### src/rtl/draw_sequencer.sv
// draw_sequencer
//   Frame-level controller for the single VGA plot port. It watches the live
//   board (grid + decoded scores) and a manual redraw request. On any change it
//   freezes a snapshot, optionally sweeps the screen with BG_COLOUR, then
//   releases the board painter from reset and forwards its pixel stream to
//   the VGA adapter for DRAW_CYCLES cycles.
//
//   Optional feature macro: DRAW_SEQ_CLEAR_EN
//     defined     : IDLE -> CLEAR (SCREEN_W x SCREEN_H sweep) -> DRAW -> IDLE
//     not defined : IDLE -> DRAW -> IDLE, no sweep counters or colour mux
//
// Ports
//   clk            system clock
//   resetn         asynchronous active-low reset
//   grid[17:0]     live board state
//   scores[44:0]   live decoded scores {p1, p2, tie}
//   redraw         one-cycle redraw request
//   pix_x/y/colour painter pixel stream
//   grid_snap      frozen grid for the painter
//   scores_snap    frozen scores for the painter
//   painter_resetn painter reset, high only while in DRAW (registered)
//   x_out/y_out/colour_out/plot  VGA adapter write port
//   busy           high whenever not IDLE
//   frame_done     one-cycle pulse in the first IDLE cycle after DRAW
module draw_sequencer #(
  parameter logic [2:0]  BG_COLOUR   = 3'b000,
  parameter int          SCREEN_W    = 160,
  parameter int          SCREEN_H    = 120,
  parameter logic [15:0] DRAW_CYCLES = 16'd7000
) (
  input  logic        clk,
  input  logic        resetn,
  input  logic [17:0] grid,
  input  logic [44:0] scores,
  input  logic        redraw,
  input  logic [7:0]  pix_x,
  input  logic [6:0]  pix_y,
  input  logic [2:0]  pix_colour,
  output logic [17:0] grid_snap,
  output logic [44:0] scores_snap,
  output logic        painter_resetn,
  output logic [7:0]  x_out,
  output logic [6:0]  y_out,
  output logic [2:0]  colour_out,
  output logic        plot,
  output logic        busy,
  output logic        frame_done
);

  if (DRAW_CYCLES == 16'd0 || SCREEN_W < 1 || SCREEN_W > 256 ||
      SCREEN_H < 1 || SCREEN_H > 128 || $bits(BG_COLOUR) != 3) begin : g_bad_params
    $error("draw_sequencer: illegal parameter set");
  end

  typedef enum logic [1:0] {
    S_IDLE,
    S_CLEAR,
    S_DRAW
  } state_t;

  localparam logic [15:0] DC_LAST = DRAW_CYCLES - 16'd1;

  state_t      state, state_nx;
  logic        pending;
  logic [15:0] dc;
  logic        change;
  logic        capture;
  logic        draw_last;

`ifdef DRAW_SEQ_CLEAR_EN
  localparam logic [7:0] CX_LAST = 8'(SCREEN_W - 1);
  localparam logic [6:0] CY_LAST = 7'(SCREEN_H - 1);
  localparam state_t     S_START = S_CLEAR;

  logic [7:0] cx;
  logic [6:0] cy;
  logic       clear_last;

  assign clear_last = (cx == CX_LAST) && (cy == CY_LAST);
`else
  localparam state_t S_START = S_DRAW;
`endif

  assign change    = redraw || (grid != grid_snap) || (scores != scores_snap);
  assign capture   = (state == S_IDLE) && pending;
  assign draw_last = (dc == DC_LAST);

  always_comb begin
    state_nx = state;
    unique case (state)
      S_IDLE:  if (pending) state_nx = S_START;
`ifdef DRAW_SEQ_CLEAR_EN
      S_CLEAR: if (clear_last) state_nx = S_DRAW;
`endif
      S_DRAW:  if (draw_last) state_nx = S_IDLE;
      default: state_nx = S_IDLE;
    endcase
  end

  // Output mux is combinational on the state so a reset drops plot at once.
  always_comb begin
    x_out      = '0;
    y_out      = '0;
    colour_out = '0;
    plot       = 1'b0;
    unique case (state)
`ifdef DRAW_SEQ_CLEAR_EN
      S_CLEAR: begin
        x_out      = cx;
        y_out      = cy;
        colour_out = BG_COLOUR;
        plot       = 1'b1;
      end
`endif
      S_DRAW: begin
        x_out      = pix_x;
        y_out      = pix_y;
        colour_out = pix_colour;
        plot       = 1'b1;
      end
      default: ;
    endcase
  end

  assign busy = (state != S_IDLE);

  // On the capture edge the snapshot equals the live inputs, so only a
  // concurrent redraw can leave a request pending behind it.
  always_ff @(posedge clk or negedge resetn) begin
    if (!resetn) begin
      state          <= S_IDLE;
      pending        <= 1'b1;
      grid_snap      <= '0;
      scores_snap    <= '0;
      painter_resetn <= 1'b0;
      frame_done     <= 1'b0;
      dc             <= '0;
    end else begin
      state          <= state_nx;
      painter_resetn <= (state_nx == S_DRAW);
      frame_done     <= (state == S_DRAW) && draw_last;
      if (capture) begin
        grid_snap   <= grid;
        scores_snap <= scores;
        pending     <= redraw;
      end else begin
        pending <= pending || change;
      end
      if (state == S_DRAW && !draw_last) dc <= dc + 16'd1;
      else                               dc <= '0;
    end
  end

`ifdef DRAW_SEQ_CLEAR_EN
  always_ff @(posedge clk or negedge resetn) begin
    if (!resetn) begin
      cx <= '0;
      cy <= '0;
    end else if (state == S_CLEAR) begin
      if (cx == CX_LAST) begin
        cx <= '0;
        cy <= (cy == CY_LAST) ? '0 : cy + 7'd1;
      end else begin
        cx <= cx + 8'd1;
      end
    end else begin
      cx <= '0;
      cy <= '0;
    end
  end
`endif

endmodule

### config.mk
export PLATFORM = sky130hd
export DESIGN_NAME = draw_sequencer
export DESIGN_NICKNAME = d
export VERILOG_FILES = /design/src/rtl/draw_sequencer.sv
export SDC_FILE = /design/constraint.sdc
export NUM_CORES = 1
export LEC_CHECK = 0
export CORE_UTILIZATION = 43
export CTS_CLUSTER_SIZE = 24
export DETAILED_ROUTE_END_ITERATION = 12
export GPL_TIMING_DRIVEN = 0
export PLACE_DENSITY = 0.87
export SYNTH_ARGS = -nofsm -noshare
export SYNTH_HDL_FRONTEND = slang
export SYNTH_SLANG_ARGS = --single-unit
### constraint.sdc
create_clock -name clk -period 2.4 [get_ports clk]
set_clock_uncertainty 0.1 [all_clocks]
set_input_delay 0.48 -clock clk [delete_from_list [all_inputs] [get_ports clk]]
set_output_delay 0.48 -clock clk [all_outputs]
set_load 0.01 [all_outputs]
==> results of run 1 <==
[power by group through the flow]
stage          clock (mW)  sequential (mW)  combinational [mW]
6_report            0.866             2.02                1.91
5_1_grt             0.938             2.07                2.05
4_1_cts             0.882             2.02                1.93
3_5_place_dp            0             2.05                1.91
3_3_place_gp            0             2.03                1.88
2_1_floorplan           0             2.16               0.711
[cell families (layout without fill, tap and decap cells)]
| kind of cell | Yosys count | in the layout | share of synthesized area (%) |
|---|---|---|---|
| and+or+nand+nor | 99 | 99 | 12.87 |
| DFF | 84 | 84 | 51.52 |
| xor gates and xnor gates | 61 | 61 | 13.09 |
| muxes | 52 | 52 | 14.34 |
| buffers and inverters | 29 | 214 | 3.064 |
| AOI/OAI and AO/OA | 28 | 28 | 4.719 |
| adders and majority gates | 1 | 1 | 0.3064 |
| other | 1 | 1 | 0.09185 |
[per-layer routing]
| layer | vias up | global-route usage (%) | share of wire [%] |
|---|---|---|---|
| met5 | - | 0 | 0 |
| met4 | 0 | 7.919 | 1.4 |
| met3 | 13 | 8.222 | 8.3 |
| met2 | 114 | 36.97 | 50 |
| met1 | 1633 | 26.22 | 41 |
| li1 | 1584 | - | - |
[worst max-delay path: stages (launching register included)]
cell and delay [ns]:
sky130_fd_sc_hd__dfrtp_1 0.42, sky130_fd_sc_hd__nor2b_4 0.15, sky130_fd_sc_hd__buf_4 0.16, sky130_fd_sc_hd__and2_1 0.13, sky130_fd_sc_hd__clkdlybuf4s50_1 0.54
[area by class of cell]
cell class | count | area share, %
flip-flops and latches | 84 | 34.22
multi-input cells | 242 | 30.29
repair buffers | 170 | 28.13
well taps | 129 | 2.626
clock buffers | 10 | 2.076
inverters | 18 | 1.099
plain buffers | 11 | 1.079
clock inverters | 5 | 0.4885
[cells in the final DEF (no fill, tap or decap), types with 2 or more instances in the layout]
cell                              instances
sky130_fd_sc_hd__inv_1                   18
sky130_fd_sc_hd__nor3_1                   2
sky130_fd_sc_hd__clkbuf_8                 9
sky130_fd_sc_hd__xor2_1                  14
sky130_fd_sc_hd__and3_1                   2
sky130_fd_sc_hd__nor2_1                  23
sky130_fd_sc_hd__nand2_1                 18
sky130_fd_sc_hd__clkinv_2                 3
sky130_fd_sc_hd__a221oi_1                 4
sky130_fd_sc_hd__nand4_1                 17
sky130_fd_sc_hd__buf_2                    4
sky130_fd_sc_hd__and3_2                   2
sky130_fd_sc_hd__clkinvlp_4               2
sky130_fd_sc_hd__o21ai_0                 11
sky130_fd_sc_hd__buf_4                    4
sky130_fd_sc_hd__dlymetal6s2s_1           7
sky130_fd_sc_hd__o2bb2ai_1                4
sky130_fd_sc_hd__nor4_1                   4
sky130_fd_sc_hd__dfrtp_1                 83
sky130_fd_sc_hd__o22ai_1                  5
sky130_fd_sc_hd__and2_1                  19
sky130_fd_sc_hd__dlygate4sd2_1            2
sky130_fd_sc_hd__nand3_1                  6
sky130_fd_sc_hd__mux2_2                  52
sky130_fd_sc_hd__clkdlybuf4s50_1        158
sky130_fd_sc_hd__clkbuf_1                 4
sky130_fd_sc_hd__xnor2_1                 47
[repair_timing]
action | CTS | global route
gates resized for setup | 8 | 11
hold endpoints to repair | 0 | 0
setup buffers | 1 | 0
gates cloned | 0 | 0
setup endpoints to repair | 19 | 48
[registers in the layout (all words and copies together) (netlist names)]
register,flops
pending,1
scores_snap,45
state,2
frame_done,1
painter_resetn,1
grid_snap,18
dc,16
[worst max path at each step]
stage | start | endpoint | slack (ns) | cells after the start
2_1_floorplan | dc[7]$_DFF_PN0_ | painter_resetn$_DFF_PN0_ | 0.46 | 5
3_3_place_gp | resetn | scores_snap[40]$_DFFE_PN0P_ | -2.26 | 1
3_5_place_dp | scores[30] | pending$_DFF_PN1_ | 0.02 | 6
4_1_cts | state[0]$_DFF_PN0_ | colour_out[0] | 0.02 | 4
5_1_grt | state[0]$_DFF_PN0_ | x_out[4] | 0.006 | 4
6_report | state[0]$_DFF_PN0_ | x_out[0] | 0.07 | 4
[per-stage QoR]
stage          worst slack (ns)  hold slack [ns]  cells
3_3_place_gp             -2.259           0.3459    652
4_1_cts                 0.01754         0.005774    669
6_report                0.06677        0.0003068    669
2_1_floorplan            0.4579          0.08441    355
3_5_place_dp            0.01815           0.3719    653
5_1_grt                0.005557          0.02680    669
==> metrics.json, run 1 <==
{
  "detailed_routing": {
    "route.vias.total": 3344,
    "antenna_violating_nets_post_route": 0,
    "wl_um": 10760,
    "via_per_inst": 4.999,
    "dr.pass1.iters": 4,
    "dr.first_iter.drc_count": 101,
    "wl_per_cell_um": 16.09,
    "drcViolationCount": 0
  },
  "place": {
    "place_area_um2": 5951,
    "port_buffers": 168,
    "gp_congestion": 0.8640,
    "hpwl_um": 8339
  },
  "setup_path": {
    "worstReg2RegEnd": "scores_snap[30]$_DFFE_PN0P_",
    "critPathMaxFanout": 10,
    "required_arrival_time_at_the_worst_endpoint_ns": 1.82,
    "critical_path.reg2reg.startpoint": "state[0]$_DFF_PN0_",
    "endpoint_kind": "output port",
    "crit_arrival_ns": 1.75,
    "setup.worst_path.start_class": "register",
    "timing.setup.critical_path_class": "reg2out",
    "rrSetupSlack_ns": 0.30,
    "worstRegToRegCells": 5
  },
  "cells_and_area": {
    "drive_above_1_share_pct": 15.37,
    "area.sequential_um2": 2103,
    "post-route-util_pct": 66.53,
    "layout.filler_cells": 698,
    "synthToLayoutAreaGrowth_pct": 50.57,
    "antennaDiodeCount": 0,
    "multi_input_area_um2": 1862,
    "finish.net_count": 621,
    "postLayoutCellArea_um2": 6147
  },
  "run": {
    "cap_violations": 0
  },
  "clock_network": {
    "deepest_clock_path_buffer_count": 2,
    "buffer_cell_driving_the_clock_tree_root": "sky130_fd_sc_hd__clkbuf_8",
    "numClockSinks": 84,
    "clkSlewWorstSetupHoldPaths_ns": 0.08,
    "cts_inserted_buffers": 9,
    "cts_tree": "done",
    "htree_levels": 3,
    "hold_fix_buffers_at_cts": 0,
    "clk-insertion-delay-late_ns": 0.35
  },
  "synth": {
    "sequential_cell_area_fraction_in_the_yosys_report_pct": 51.52,
    "yosys.cell_count.top_type": "sky130_fd_sc_hd__dfrtp_1",
    "synth_enable_flop_cells": 0,
    "syn-instance-count": 355,
    "yosys_most_used_dff": "sky130_fd_sc_hd__dfrtp_1",
    "synth.largest_area_cell": "sky130_fd_sc_hd__dfrtp_1",
    "synth_area_leaders": "sky130_fd_sc_hd__dfrtp_1 (51%), sky130_fd_sc_hd__mux2_2 (14%), sky130_fd_sc_hd__xnor2_1 (10%), sky130_fd_sc_hd__xor2_1 (3.0%), sky130_fd_sc_hd__and2_1 (2.9%)",
    "async_flop_share_pct": 100.0,
    "synth_cell_types": 34,
    "ys_warn_count": 0,
    "yosys.area.top_type_share_pct": 50.87,
    "yosys_register_bits": 84,
    "synth.net_count": 440,
    "postSynthAreaPerCell_um2": 11.50,
    "post_synth_most_frequent_cells": "sky130_fd_sc_hd__dfrtp_1 (83), sky130_fd_sc_hd__mux2_2 (52), sky130_fd_sc_hd__xnor2_1 (47)",
    "total_standard_cell_area_after_synthesis_um2": 4083
  },
  "floorplanning": {
    "number_of_placed_i_o_pins": 169,
    "fp.dieArea_um2": 9888,
    "chipHeight_um": 99.44,
    "start_util_pct": 44.18,
    "fp.dieW_um": 99.44,
    "core_area_um2": 9240,
    "fp-row-count": 35
  },
  "sta": {
    "finalHoldViolations": 0,
    "timing.setup.tns_ns": 0,
    "max_freq_mhz": 428.6,
    "grt_setup_unrepaired": "false",
    "layout_worst_path_cycle_share_pct": 97.22,
    "setup_viol": 0,
    "minimum_clock_period_ns": 2.333,
    "max_slew_margin_pct": 56.55,
    "timing.final.max_slew_violations": 0,
    "max_slew.worst_pin.slew_ns": 0.6517
  },
  "power": {
    "leakagePower_nw": 2.570,
    "share_clk_of_total_power_pct": 18.0,
    "power_switching_mw": 1.537,
    "total_power_mw": 4.802,
    "power_frac_seq_pct": 42.2,
    "power.share.combinational_pct": 39.8,
    "power_density_nw_per_um2": 781.2,
    "irDropWorstVdd_mv": 0.5453,
    "netSwitchingFraction_pct": 32.01,
    "cell_internal_pwr_mw": 3.265
  },
  "global_routing": {
    "grt_pass1_wl_um": 16880,
    "globalRouteOverflowTotal": 0,
    "globalRouteTotalUtil_pct": 22.13,
    "first_global_vias": 3491,
    "grt_start_max_net_pins": 47,
    "grt_antenna_before_repair": 0
  },
  "run_status": {
    "status": "finished clean"
  },
  "min_path": {
    "timing.hold.worst.class": "in2async"
  }
}
Note: power is estimated with default switching activity, not from simulation.
==> inputs of run 2 (changes only) <==
ABC_AREA = 1   (was unset)
CORE_UTILIZATION = 45   (was 43)
PLACE_DENSITY = 0.88   (was 0.87)
==> run 2 against run 1 <==
Compared with the run above: the flow now finishes with violations (hold timing); critical path depth is 1 higher; combinational power is essentially flat; sequential share of layout area shrank 2.8 points; worst hold slack lost 0.014 ns; utilization is 1.3 points higher; sequential cell count did not move; synthesized cell count grew 98%; critical endpoint is now y_out[2].
==> metrics.json, run 2 <==
{
  "detailed_routing": {
    "wl": {"value": 13230, "unit": "um", "change": "was 10760 um"},
    "antenna_violating_nets_post_route": {"value": 0, "change": "unchanged"},
    "via_per_inst": {"value": 4.672, "change": "was 4.999"},
    "drcViolationCount": {"value": 0, "change": "unchanged"},
    "dr.pass1.iters": {"value": 4, "change": "unchanged"},
    "route.vias.total": {"value": 4770, "change": "was 3344"},
    "wl_per_cell": {"value": 12.96, "unit": "um", "change": "was 16.09 um"},
    "dr.first_iter.drc_count": {"value": 182, "change": "was 101"}
  },
  "sta": {
    "grt_setup_unrepaired": {"value": "false", "change": "unchanged"},
    "max_slew_margin": {"value": 53.48, "unit": "%", "change": "was 56.55%"},
    "finalHoldWorstSlack": {"value": -0.01413, "unit": "ns", "change": "was 0.0003068 ns"},
    "max_slew.worst_pin.slew": {"value": 0.6978, "unit": "ns", "change": "was 0.6517 ns"},
    "finalHoldViolations": {"value": 7, "change": "was 0"},
    "timing.final.max_slew_violations": {"value": 0, "change": "unchanged"},
    "minimum_clock_period": {"value": 2.237, "unit": "ns", "change": "was 2.333 ns"},
    "setup_viol": {"value": 0, "change": "unchanged"},
    "layout_worst_path_cycle_share": {"value": 93.21, "unit": "%", "change": "was 97.22%"},
    "max_freq": {"value": 447.0, "unit": "MHz", "change": "was 428.6 MHz"},
    "timing.setup.tns": {"value": 0, "unit": "ns", "change": "unchanged"}
  },
  "clock_network": {
    "numClockSinks": {"value": 84, "change": "unchanged"},
    "buffer_cell_driving_the_clock_tree_root": {"value": "sky130_fd_sc_hd__clkbuf_8", "change": "unchanged"},
    "hold_fix_buffers_at_cts": {"value": 0, "change": "unchanged"},
    "clkSlewWorstSetupHoldPaths": {"value": 0.09, "unit": "ns", "change": "was 0.08 ns"},
    "clk-insertion-delay-late": {"value": 0.35, "unit": "ns", "change": "about the same"},
    "cts_tree": {"value": "done", "change": "unchanged"},
    "htree_levels": {"value": 3, "change": "unchanged"},
    "cts_inserted_buffers": {"value": 9, "change": "unchanged"},
    "deepest_clock_path_buffer_count": {"value": 2, "change": "unchanged"}
  },
  "global_routing": {
    "globalRouteTotalUtil": {"value": 26.10, "unit": "%", "change": "was 22.13%"},
    "grt_antenna_before_repair": {"value": 0, "change": "unchanged"},
    "first_global_vias": {"value": 4394, "change": "was 3491"},
    "globalRouteOverflowTotal": {"value": 0, "change": "unchanged"},
    "grt_start_max_net_pins": {"value": 49, "change": "was 47"},
    "grt_pass1_wl": {"value": 20910, "unit": "um", "change": "was 16880 um"}
  },
  "cells_and_area": {
    "finish.net_count": {"value": 969, "change": "was 621"},
    "layout_commonest_cell": {"value": "sky130_fd_sc_hd__nand2_1", "change": "was sky130_fd_sc_hd__clkdlybuf4s50_1"},
    "synthToLayoutAreaGrowth": {"value": 44.97, "unit": "%", "change": "was 50.57%"},
    "antennaDiodeCount": {"value": 0, "change": "unchanged"},
    "layout.cells.non_filler": {"value": 1021, "change": "was 669"},
    "drive_above_1_share": {"value": 3.491, "unit": "%", "change": "was 15.37%"},
    "registers.top_by_ff_count": {"value": "scores_snap", "change": "unchanged"},
    "layout.filler_cells": {"value": 822, "change": "was 698"},
    "largest_register_ffs": {"value": 45, "change": "unchanged"},
    "layout_common_cells": {"value": "sky130_fd_sc_hd__nand2_1 (263), sky130_fd_sc_hd__clkdlybuf4s50_1 (157), sky130_fd_sc_hd__inv_1 (146)", "change": "was sky130_fd_sc_hd__clkdlybuf4s50_1 (158), sky130_fd_sc_hd__dfrtp_1 (83), sky130_fd_sc_hd__mux2_2 (52)"},
    "largestRegisters": {"value": "scores_snap: 45 flops, grid_snap: 18 flops, dc: 16 flops", "change": "unchanged"}
  },
  "place": {
    "gp_congestion": {"value": 0.8510, "change": "was 0.8640"},
    "placedCellCount": {"value": 1005, "change": "was 653"},
    "port_buffers": {"value": 168, "change": "unchanged"},
    "hpwl": {"value": 9719, "unit": "um", "change": "was 8339 um"}
  },
  "setup_path": {
    "timing.critical_path.slowest_stage_cell": {"value": "sky130_fd_sc_hd__clkdlybuf4s50_1", "change": "unchanged"},
    "setup.worst_path.start_class": {"value": "register", "change": "unchanged"},
    "critPathMaxFanout": {"value": 10, "change": "unchanged"},
    "timing.setup.critical_path_class": {"value": "reg2out", "change": "unchanged"},
    "crit_arrival": {"value": 1.66, "unit": "ns", "change": "was 1.75 ns"},
    "required_arrival_time_at_the_worst_endpoint": {"value": 1.82, "unit": "ns", "change": "about the same"},
    "crit_family": {"value": "buffers and inverters", "change": "unchanged"},
    "timing.critical_path.cells": {"value": "inv_1 > nor2_4 > clkinv_4 > nor2_1 > clkdlybuf4s50_1", "change": "was nor2b_4 > buf_4 > and2_1 > clkdlybuf4s50_1"},
    "critPathMaxStageDelay": {"value": 0.55, "unit": "ns", "change": "was 0.54 ns"},
    "path_buf_inv": {"value": 3, "change": "was 2"},
    "endpoint_kind": {"value": "output port", "change": "unchanged"}
  },
  "synth": {
    "synth_area_leaders": {"value": "sky130_fd_sc_hd__dfrtp_1 (45%), sky130_fd_sc_hd__nand2_1 (21%), sky130_fd_sc_hd__inv_1 (12%), sky130_fd_sc_hd__o21ai_0 (8.9%), sky130_fd_sc_hd__nor2_1 (6.5%)", "change": "was sky130_fd_sc_hd__dfrtp_1 (51%), sky130_fd_sc_hd__mux2_2 (14%), sky130_fd_sc_hd__xnor2_1 (10%), sky130_fd_sc_hd__xor2_1 (3.0%), sky130_fd_sc_hd__and2_1 (2.9%)"},
    "yosys_most_used_dff": {"value": "sky130_fd_sc_hd__dfrtp_1", "change": "unchanged"},
    "synth_enable_flop_cells": {"value": 0, "change": "unchanged"},
    "synth.net_count": {"value": 788, "change": "was 440"},
    "syn-instance-count": {"value": 703, "change": "was 355"},
    "postSynthAreaPerCell": {"value": 6.562, "unit": "um2", "change": "was 11.50 um2"},
    "total_standard_cell_area_after_synthesis": {"value": 4613, "unit": "um2", "change": "was 4083 um2"},
    "yosys.area.top_type_share": {"value": 45.02, "unit": "%", "change": "was 50.87%"},
    "ys_warn_count": {"value": 0, "change": "unchanged"},
    "sequential_cell_area_fraction_in_the_yosys_report": {"value": 45.59, "unit": "%", "change": "was 51.52%"},
    "synth_cell_types": {"value": 21, "change": "was 34"},
    "synth.largest_area_cell": {"value": "sky130_fd_sc_hd__dfrtp_1", "change": "unchanged"},
    "yosys_register_bits": {"value": 84, "change": "unchanged"},
    "async_flop_share": {"value": 100.0, "unit": "%", "change": "unchanged"},
    "yosys.cell_count.top_type": {"value": "sky130_fd_sc_hd__nand2_1", "change": "was sky130_fd_sc_hd__dfrtp_1"},
    "post_synth_most_frequent_cells": {"value": "sky130_fd_sc_hd__nand2_1 (263), sky130_fd_sc_hd__inv_1 (146), sky130_fd_sc_hd__dfrtp_1 (83)", "change": "was sky130_fd_sc_hd__dfrtp_1 (83), sky130_fd_sc_hd__mux2_2 (52), sky130_fd_sc_hd__xnor2_1 (47)"}
  },
  "floorplanning": {
    "fp.dieW": {"value": 103.3, "unit": "um", "change": "was 99.44 um"},
    "core_area": {"value": 9864, "unit": "um2", "change": "was 9240 um2"},
    "start_util": {"value": 46.77, "unit": "%", "change": "was 44.18%"},
    "chipHeight": {"value": 103.3, "unit": "um", "change": "was 99.44 um"},
    "fp-row-count": {"value": 36, "change": "was 35"},
    "number_of_placed_i_o_pins": {"value": 169, "change": "unchanged"},
    "fp.dieArea": {"value": 10660, "unit": "um2", "change": "was 9888 um2"}
  },
  "power": {
    "leakagePower": {"value": 3.503, "unit": "nW", "change": "was 2.570 nW"},
    "share_clk_of_total_power": {"value": 20.7, "unit": "%", "change": "was 18.0%"},
    "power.share.combinational": {"value": 38.1, "unit": "%", "change": "was 39.8%"},
    "cell_internal_pwr": {"value": 3.181, "unit": "mW", "change": "was 3.265 mW"},
    "power_frac_seq": {"value": 41.2, "unit": "%", "change": "was 42.2%"},
    "power_switching": {"value": 1.764, "unit": "mW", "change": "was 1.537 mW"},
    "power_density": {"value": 739.4, "unit": "nW/um2", "change": "was 781.2 nW/um2"},
    "netSwitchingFraction": {"value": 35.67, "unit": "%", "change": "was 32.01%"},
    "irDropWorstVdd": {"value": 0.3576, "unit": "mV", "change": "was 0.5453 mV"}
  },
  "run_status": {
    "violated_checks": "hold timing",
    "status": {"value": "finished with violations", "change": "was finished clean"}
  },
  "run": {
    "cap_violations": {"value": 0, "change": "unchanged"}
  },
  "min_path": {
    "timing.hold.worst.class": {"value": "in2async", "change": "unchanged"}
  }
}
[run 2: cell types whose count changed after synthesis, moves of 15 or more]
cell	change
sky130_fd_sc_hd__and2_1	-19
sky130_fd_sc_hd__o21ai_0	+71
sky130_fd_sc_hd__mux2_2	-52
sky130_fd_sc_hd__nor2_1	+57
sky130_fd_sc_hd__nand4_1	-15
sky130_fd_sc_hd__nand2_1	+245
sky130_fd_sc_hd__inv_1	+128
sky130_fd_sc_hd__xnor2_1	-47
[run 2: final timing paths]
path / start / endpoint / slack [ns] / cells after the start
max: state[1]$_DFF_PN0_ / y_out[2] / 0.16 / 5
min: resetn / scores_snap[24]$_DFFE_PN0P_ / -0.01 / 1
max reg2reg: state[0]$_DFF_PN0_ / grid_snap[1]$_DFFE_PN0P_ / 0.44 / 5
min reg2reg: dc[0]$_DFF_PN0_ / dc[0]$_DFF_PN0_ / 0.38 / 1
max in group asynchronous: resetn / pending$_DFF_PN1_ / 1.55 / 2
min in group clk: dc[0]$_DFF_PN0_ / dc[0]$_DFF_PN0_ / 0.38 / 1
[run 2: final cells by class]
cell class / instances / area, um2 / area share [%]
Clock buffer: 10 / 137.6 / 2.058
Tap cell: 133 / 166.4 / 2.488
Sequential cell: 84 / 2103 / 31.45
Multi-Input combinational cell: 457 / 1908 / 28.53
Buffer: 15 / 61.31 / 0.9167
Inverter: 147 / 556.8 / 8.326
Clock inverter: 5 / 52.55 / 0.7858
Timing Repair Buffer: 170 / 1702 / 25.44
[run 2: power groups by stage]
stage,sequential (mW),combinational (mW),clock [mW]
5_1_grt,2.09,2.10,1.09
4_1_cts,2.03,1.90,1.03
6_report,2.04,1.88,1.02
2_1_floorplan,2.14,0.703,0
3_5_place_dp,2.05,1.89,0
3_3_place_gp,2.04,1.84,0
[run 2: routing by layer]
| metal | up-vias | GRT usage [%] | wire [um] |
|---|---|---|---|
| li1 | 2430 | - | - |
| met1 | 2137 | 34.36 | 5647 |
| met2 | 178 | 42.05 | 6194 |
| met3 | 25 | 6.048 | 1097 |
| met4 | 0 | 10.08 | 289 |
| met5 | - | 0 | 0 |
[run 2: per-stage QoR]
stage                     power (mW)  worst slack, ns  util [%]  instance area, um2  hold slack, ns
after floorplan                2.844           0.4860         -                4613         0.08441
after global placement         3.881           -2.307     65.50                6461          0.3510
after detailed placement       3.937         -0.06644     65.75                6486          0.3535
after CTS                      4.956           0.1517     67.80                6688        0.005217
after global routing           5.278          0.04027     67.80                6688         0.03496
final                          4.945           0.1630     67.80                6688        -0.01413
[run 2: kinds of logic after synthesis]
| family | count (synthesis) | share of synthesized area [%] |
|---|---|---|
| flops | 84 | 45.59 |
| simple gates | 361 | 30.35 |
| fa+ha+maj | 1 | 0.2712 |
| xor+xnor | 3 | 0.5697 |
| buf+inv | 162 | 13.21 |
| other cells | 1 | 0.08129 |
| compound gates | 91 | 9.927 |
[run 2: what timing repair did]
item | CTS | global route
gates resized for setup | 16 | 0
setup endpoints to repair | 18 | 0
setup buffers | 1 | 0
==> inputs of run 3 (changes only) <==
==> constraint.sdc (replaced) <==
create_clock -name clk -period 2.4 [get_ports clk]
set_clock_uncertainty 0.1 [all_clocks]
set_input_delay 0.36 -clock clk [delete_from_list [all_inputs] [get_ports clk]]
set_output_delay 0.36 -clock clk [all_outputs]
set_load 0.01 [all_outputs]
==> run 3 against run 2 <==
Compared with the run above: the run now ends clean; via count decreased by 0.57%; routed wire length decreased by 0.36%; sequential share of layout area about the same; utilization increased by 0.076 points; power increased by 0.12%; fmax increased by 1.0%; setup slack improved by 0.022 ns; critical endpoint is now y_out[0]; first-iteration DRC count increased by 4.4%; largest cell class unchanged; critical path depth decreased by 1; largest power group unchanged.
==> metrics.json, run 3 (synthesis results as in run 2) <==
{
  "run_status": {
    "status": {"value": "finished clean", "change": "was finished with violations"}
  },
  "power": {
    "power_density": {"value": 739.5, "unit": "nW/um2", "change": "was 739.4 nW/um2"},
    "total_power": {"value": 4.951, "unit": "mW", "change": "was 4.945 mW"},
    "irDropWorstVdd": {"value": 0.3577, "unit": "mV", "change": "was 0.3576 mV"},
    "leakagePower": {"value": 3.456, "unit": "nW", "change": "was 3.503 nW"}
  },
  "clock_network": {
    "deepest_clock_path_buffer_count": {"value": 2, "change": "unchanged"},
    "clk-insertion-delay-late": {"value": 0.35, "unit": "ns", "change": "about the same"},
    "cts_inserted_buffers": {"value": 9, "change": "unchanged"},
    "clkSlewWorstSetupHoldPaths": {"value": 0.08, "unit": "ns", "change": "was 0.09 ns"},
    "buffer_cell_driving_the_clock_tree_root": {"value": "sky130_fd_sc_hd__clkbuf_8", "change": "unchanged"},
    "cts_tree": {"value": "done", "change": "unchanged"},
    "htree_levels": {"value": 3, "change": "unchanged"},
    "numClockSinks": {"value": 84, "change": "unchanged"}
  },
  "sta": {
    "finalHoldViolations": {"value": 0, "change": "was 7"},
    "max_freq": {"value": 451.5, "unit": "MHz", "change": "was 447.0 MHz"},
    "grt_setup_unrepaired": {"value": "false", "change": "unchanged"},
    "max_slew.worst_pin.slew": {"value": 0.7001, "unit": "ns", "change": "was 0.6978 ns"},
    "layout_worst_path_cycle_share": {"value": 92.28, "unit": "%", "change": "was 93.21%"},
    "max_slew_margin": {"value": 53.32, "unit": "%", "change": "was 53.48%"},
    "timing.final.max_slew_violations": {"value": 0, "change": "unchanged"},
    "final.setup.worst_slack": {"value": 0.1854, "unit": "ns", "change": "was 0.1630 ns"},
    "minimum_clock_period": {"value": 2.215, "unit": "ns", "change": "was 2.237 ns"},
    "timing.setup.tns": {"value": 0, "unit": "ns", "change": "unchanged"},
    "setup_viol": {"value": 0, "change": "unchanged"},
    "finalHoldWorstSlack": {"value": 0.3828, "unit": "ns", "change": "was -0.01413 ns"}
  },
  "min_path": {
    "hold_start": "dc[0]$_DFF_PN0_",
    "worst_hold_path.endpoint": "dc[0]$_DFF_PN0_",
    "whs_path_depth": 1,
    "timing.hold.worst.class": {"value": "reg2reg", "change": "was in2async"}
  },
  "global_routing": {
    "grt_antenna_before_repair": {"value": 0, "change": "unchanged"},
    "globalRouteTotalUtil": {"value": 26.05, "unit": "%", "change": "was 26.10%"},
    "first_global_vias": {"value": 4395, "change": "was 4394"},
    "grt_pass1_wl": {"value": 20880, "unit": "um", "change": "was 20910 um"},
    "grt_start_max_net_pins": {"value": 49, "change": "unchanged"},
    "globalRouteOverflowTotal": {"value": 0, "change": "unchanged"}
  },
  "setup_path": {
    "endpoint_kind": {"value": "output port", "change": "unchanged"},
    "path_buf_inv": {"value": 2, "change": "was 3"},
    "critPathMaxStageDelay": {"value": 0.55, "unit": "ns", "change": "about the same"},
    "timing.critical_path.slowest_stage_cell": {"value": "sky130_fd_sc_hd__clkdlybuf4s50_1", "change": "unchanged"},
    "crit_arrival": {"value": 1.75, "unit": "ns", "change": "was 1.66 ns"},
    "critical_path.startpoint": {"value": "state[0]$_DFF_PN0_", "change": "was state[1]$_DFF_PN0_"},
    "worstReg2RegEnd": {"value": "grid_snap[1]$_DFFE_PN0P_", "change": "unchanged"},
    "crit_family": {"value": "buffers and inverters", "change": "unchanged"},
    "worstRegToRegCells": {"value": 5, "change": "unchanged"},
    "critical_path.reg2reg.startpoint": {"value": "state[0]$_DFF_PN0_", "change": "unchanged"},
    "critPathMaxFanout": {"value": 19, "change": "was 10"},
    "timing.critical_path.cells": {"value": "nor2_4 > clkinv_4 > nor2_1 > clkdlybuf4s50_1", "change": "was inv_1 > nor2_4 > clkinv_4 > nor2_1 > clkdlybuf4s50_1"},
    "setup.worst_path.start_class": {"value": "register", "change": "unchanged"},
    "rrSetupSlack": {"value": 0.45, "unit": "ns", "change": "was 0.44 ns"},
    "timing.setup.critical_path_class": {"value": "reg2out", "change": "unchanged"},
    "required_arrival_time_at_the_worst_endpoint": {"value": 1.94, "unit": "ns", "change": "was 1.82 ns"}
  },
  "floorplanning": {
    "number_of_placed_i_o_pins": {"value": 169, "change": "unchanged"},
    "fp.dieW": {"value": 103.3, "unit": "um", "change": "unchanged"},
    "fp.dieArea": {"value": 10660, "unit": "um2", "change": "unchanged"},
    "start_util": {"value": 46.77, "unit": "%", "change": "unchanged"},
    "core_area": {"value": 9864, "unit": "um2", "change": "unchanged"},
    "chipHeight": {"value": 103.3, "unit": "um", "change": "unchanged"},
    "fp-row-count": {"value": 36, "change": "unchanged"}
  },
  "cells_and_area": {
    "largestRegisters": {"value": "scores_snap: 45 flops, grid_snap: 18 flops, dc: 16 flops", "change": "unchanged"},
    "layout_common_cells": {"value": "sky130_fd_sc_hd__nand2_1 (263), sky130_fd_sc_hd__clkdlybuf4s50_1 (167), sky130_fd_sc_hd__inv_1 (146)", "change": "was sky130_fd_sc_hd__nand2_1 (263), sky130_fd_sc_hd__clkdlybuf4s50_1 (157), sky130_fd_sc_hd__inv_1 (146)"},
    "synthToLayoutAreaGrowth": {"value": 45.13, "unit": "%", "change": "was 44.97%"},
    "registers.top_by_ff_count": {"value": "scores_snap", "change": "unchanged"},
    "postLayoutCellArea": {"value": 6695, "unit": "um2", "change": "was 6688 um2"},
    "drive_above_1_share": {"value": 3.269, "unit": "%", "change": "was 3.491%"},
    "layout_commonest_cell": {"value": "sky130_fd_sc_hd__nand2_1", "change": "unchanged"},
    "layout.cells.non_filler": {"value": 1020, "change": "was 1021"},
    "finish.net_count": {"value": 968, "change": "was 969"},
    "antennaDiodeCount": {"value": 0, "change": "unchanged"},
    "largest_register_ffs": {"value": 45, "change": "unchanged"},
    "post-route-util": {"value": 67.87, "unit": "%", "change": "was 67.80%"}
  },
  "place": {
    "port_buffers": {"value": 168, "change": "unchanged"},
    "hpwl": {"value": 9719, "unit": "um", "change": "unchanged"},
    "gp_congestion": {"value": 0.8510, "change": "unchanged"},
    "placedCellCount": {"value": 1005, "change": "unchanged"},
    "place_area": {"value": 6486, "unit": "um2", "change": "unchanged"},
    "dpl_worst_slack": {"value": 0.05356, "unit": "ns", "change": "was -0.06644 ns"}
  },
  "detailed_routing": {
    "wl": {"value": 13180, "unit": "um", "change": "was 13230 um"},
    "route.vias.total": {"value": 4743, "change": "was 4770"},
    "drcViolationCount": {"value": 0, "change": "unchanged"},
    "dr.first_iter.drc_count": {"value": 190, "change": "was 182"},
    "via_per_inst": {"value": 4.650, "change": "was 4.672"},
    "antenna_violating_nets_post_route": {"value": 0, "change": "unchanged"},
    "dr.pass1.iters": {"value": 4, "change": "unchanged"},
    "wl_per_cell": {"value": 12.92, "unit": "um", "change": "was 12.96 um"}
  },
  "run": {
    "cap_violations": {"value": 0, "change": "unchanged"}
  }
}
[run 3: area by class of cell]
class	count	area (um2)
Tap cell	133	166.4
Clock inverter	5	52.55
Inverter	147	556.8
Sequential cell	84	2103
Multi-Input combinational cell	457	1908
Clock buffer	10	137.6
Fill cell	819	3169
Buffer	14	53.80
Timing Repair Buffer	170	1717
[run 3: how the worst max path moves through the flow]
stage,end,slack (ns),depth (start not counted)
floorplan,x_out[0],0.61,4
CTS,y_out[3],0.02,5
global route,colour_out[2],0.06,4
detailed placement,y_out[3],0.05,5
global placement,scores_snap[44]$_DFFE_PN0P_,-2.19,1
finish,y_out[0],0.19,4
[run 3: metal layers]
layer / GRT usage [%] / vias to the layer above / wire [um]
met4: 10.08 / 0 / 291
met5: 0 / - / 0
met3: 6.048 / 25 / 1083
li1: - / 2426 / -
met1: 34.32 / 2123 / 5680
met2: 41.90 / 169 / 6125
[run 3: worst register-to-register path, cell delays in order (launching register included)]
cell and delay, ns:
sky130_fd_sc_hd__dfrtp_1 0.39, sky130_fd_sc_hd__nor2_1 0.11, sky130_fd_sc_hd__nand2_1 0.10, sky130_fd_sc_hd__clkbuf_1 0.52, sky130_fd_sc_hd__clkbuf_1 0.45, sky130_fd_sc_hd__o21ai_0 0.15
[run 3: report_power, final]
part	switching, mW	internal, mW	leakage [nW]
Sequential	0.320	1.72	1.06
Clock	0.528	0.499	0.0979
Combinational	0.917	0.969	2.30
[run 3: repair_timing]
item | CTS | global route
resized for setup | 5 | 0
endpoints found under the setup margin | 18 | 10
buffers inserted | 0 | 0
hold buffers | 1 | 0
endpoints found under the hold margin | 36 | 0
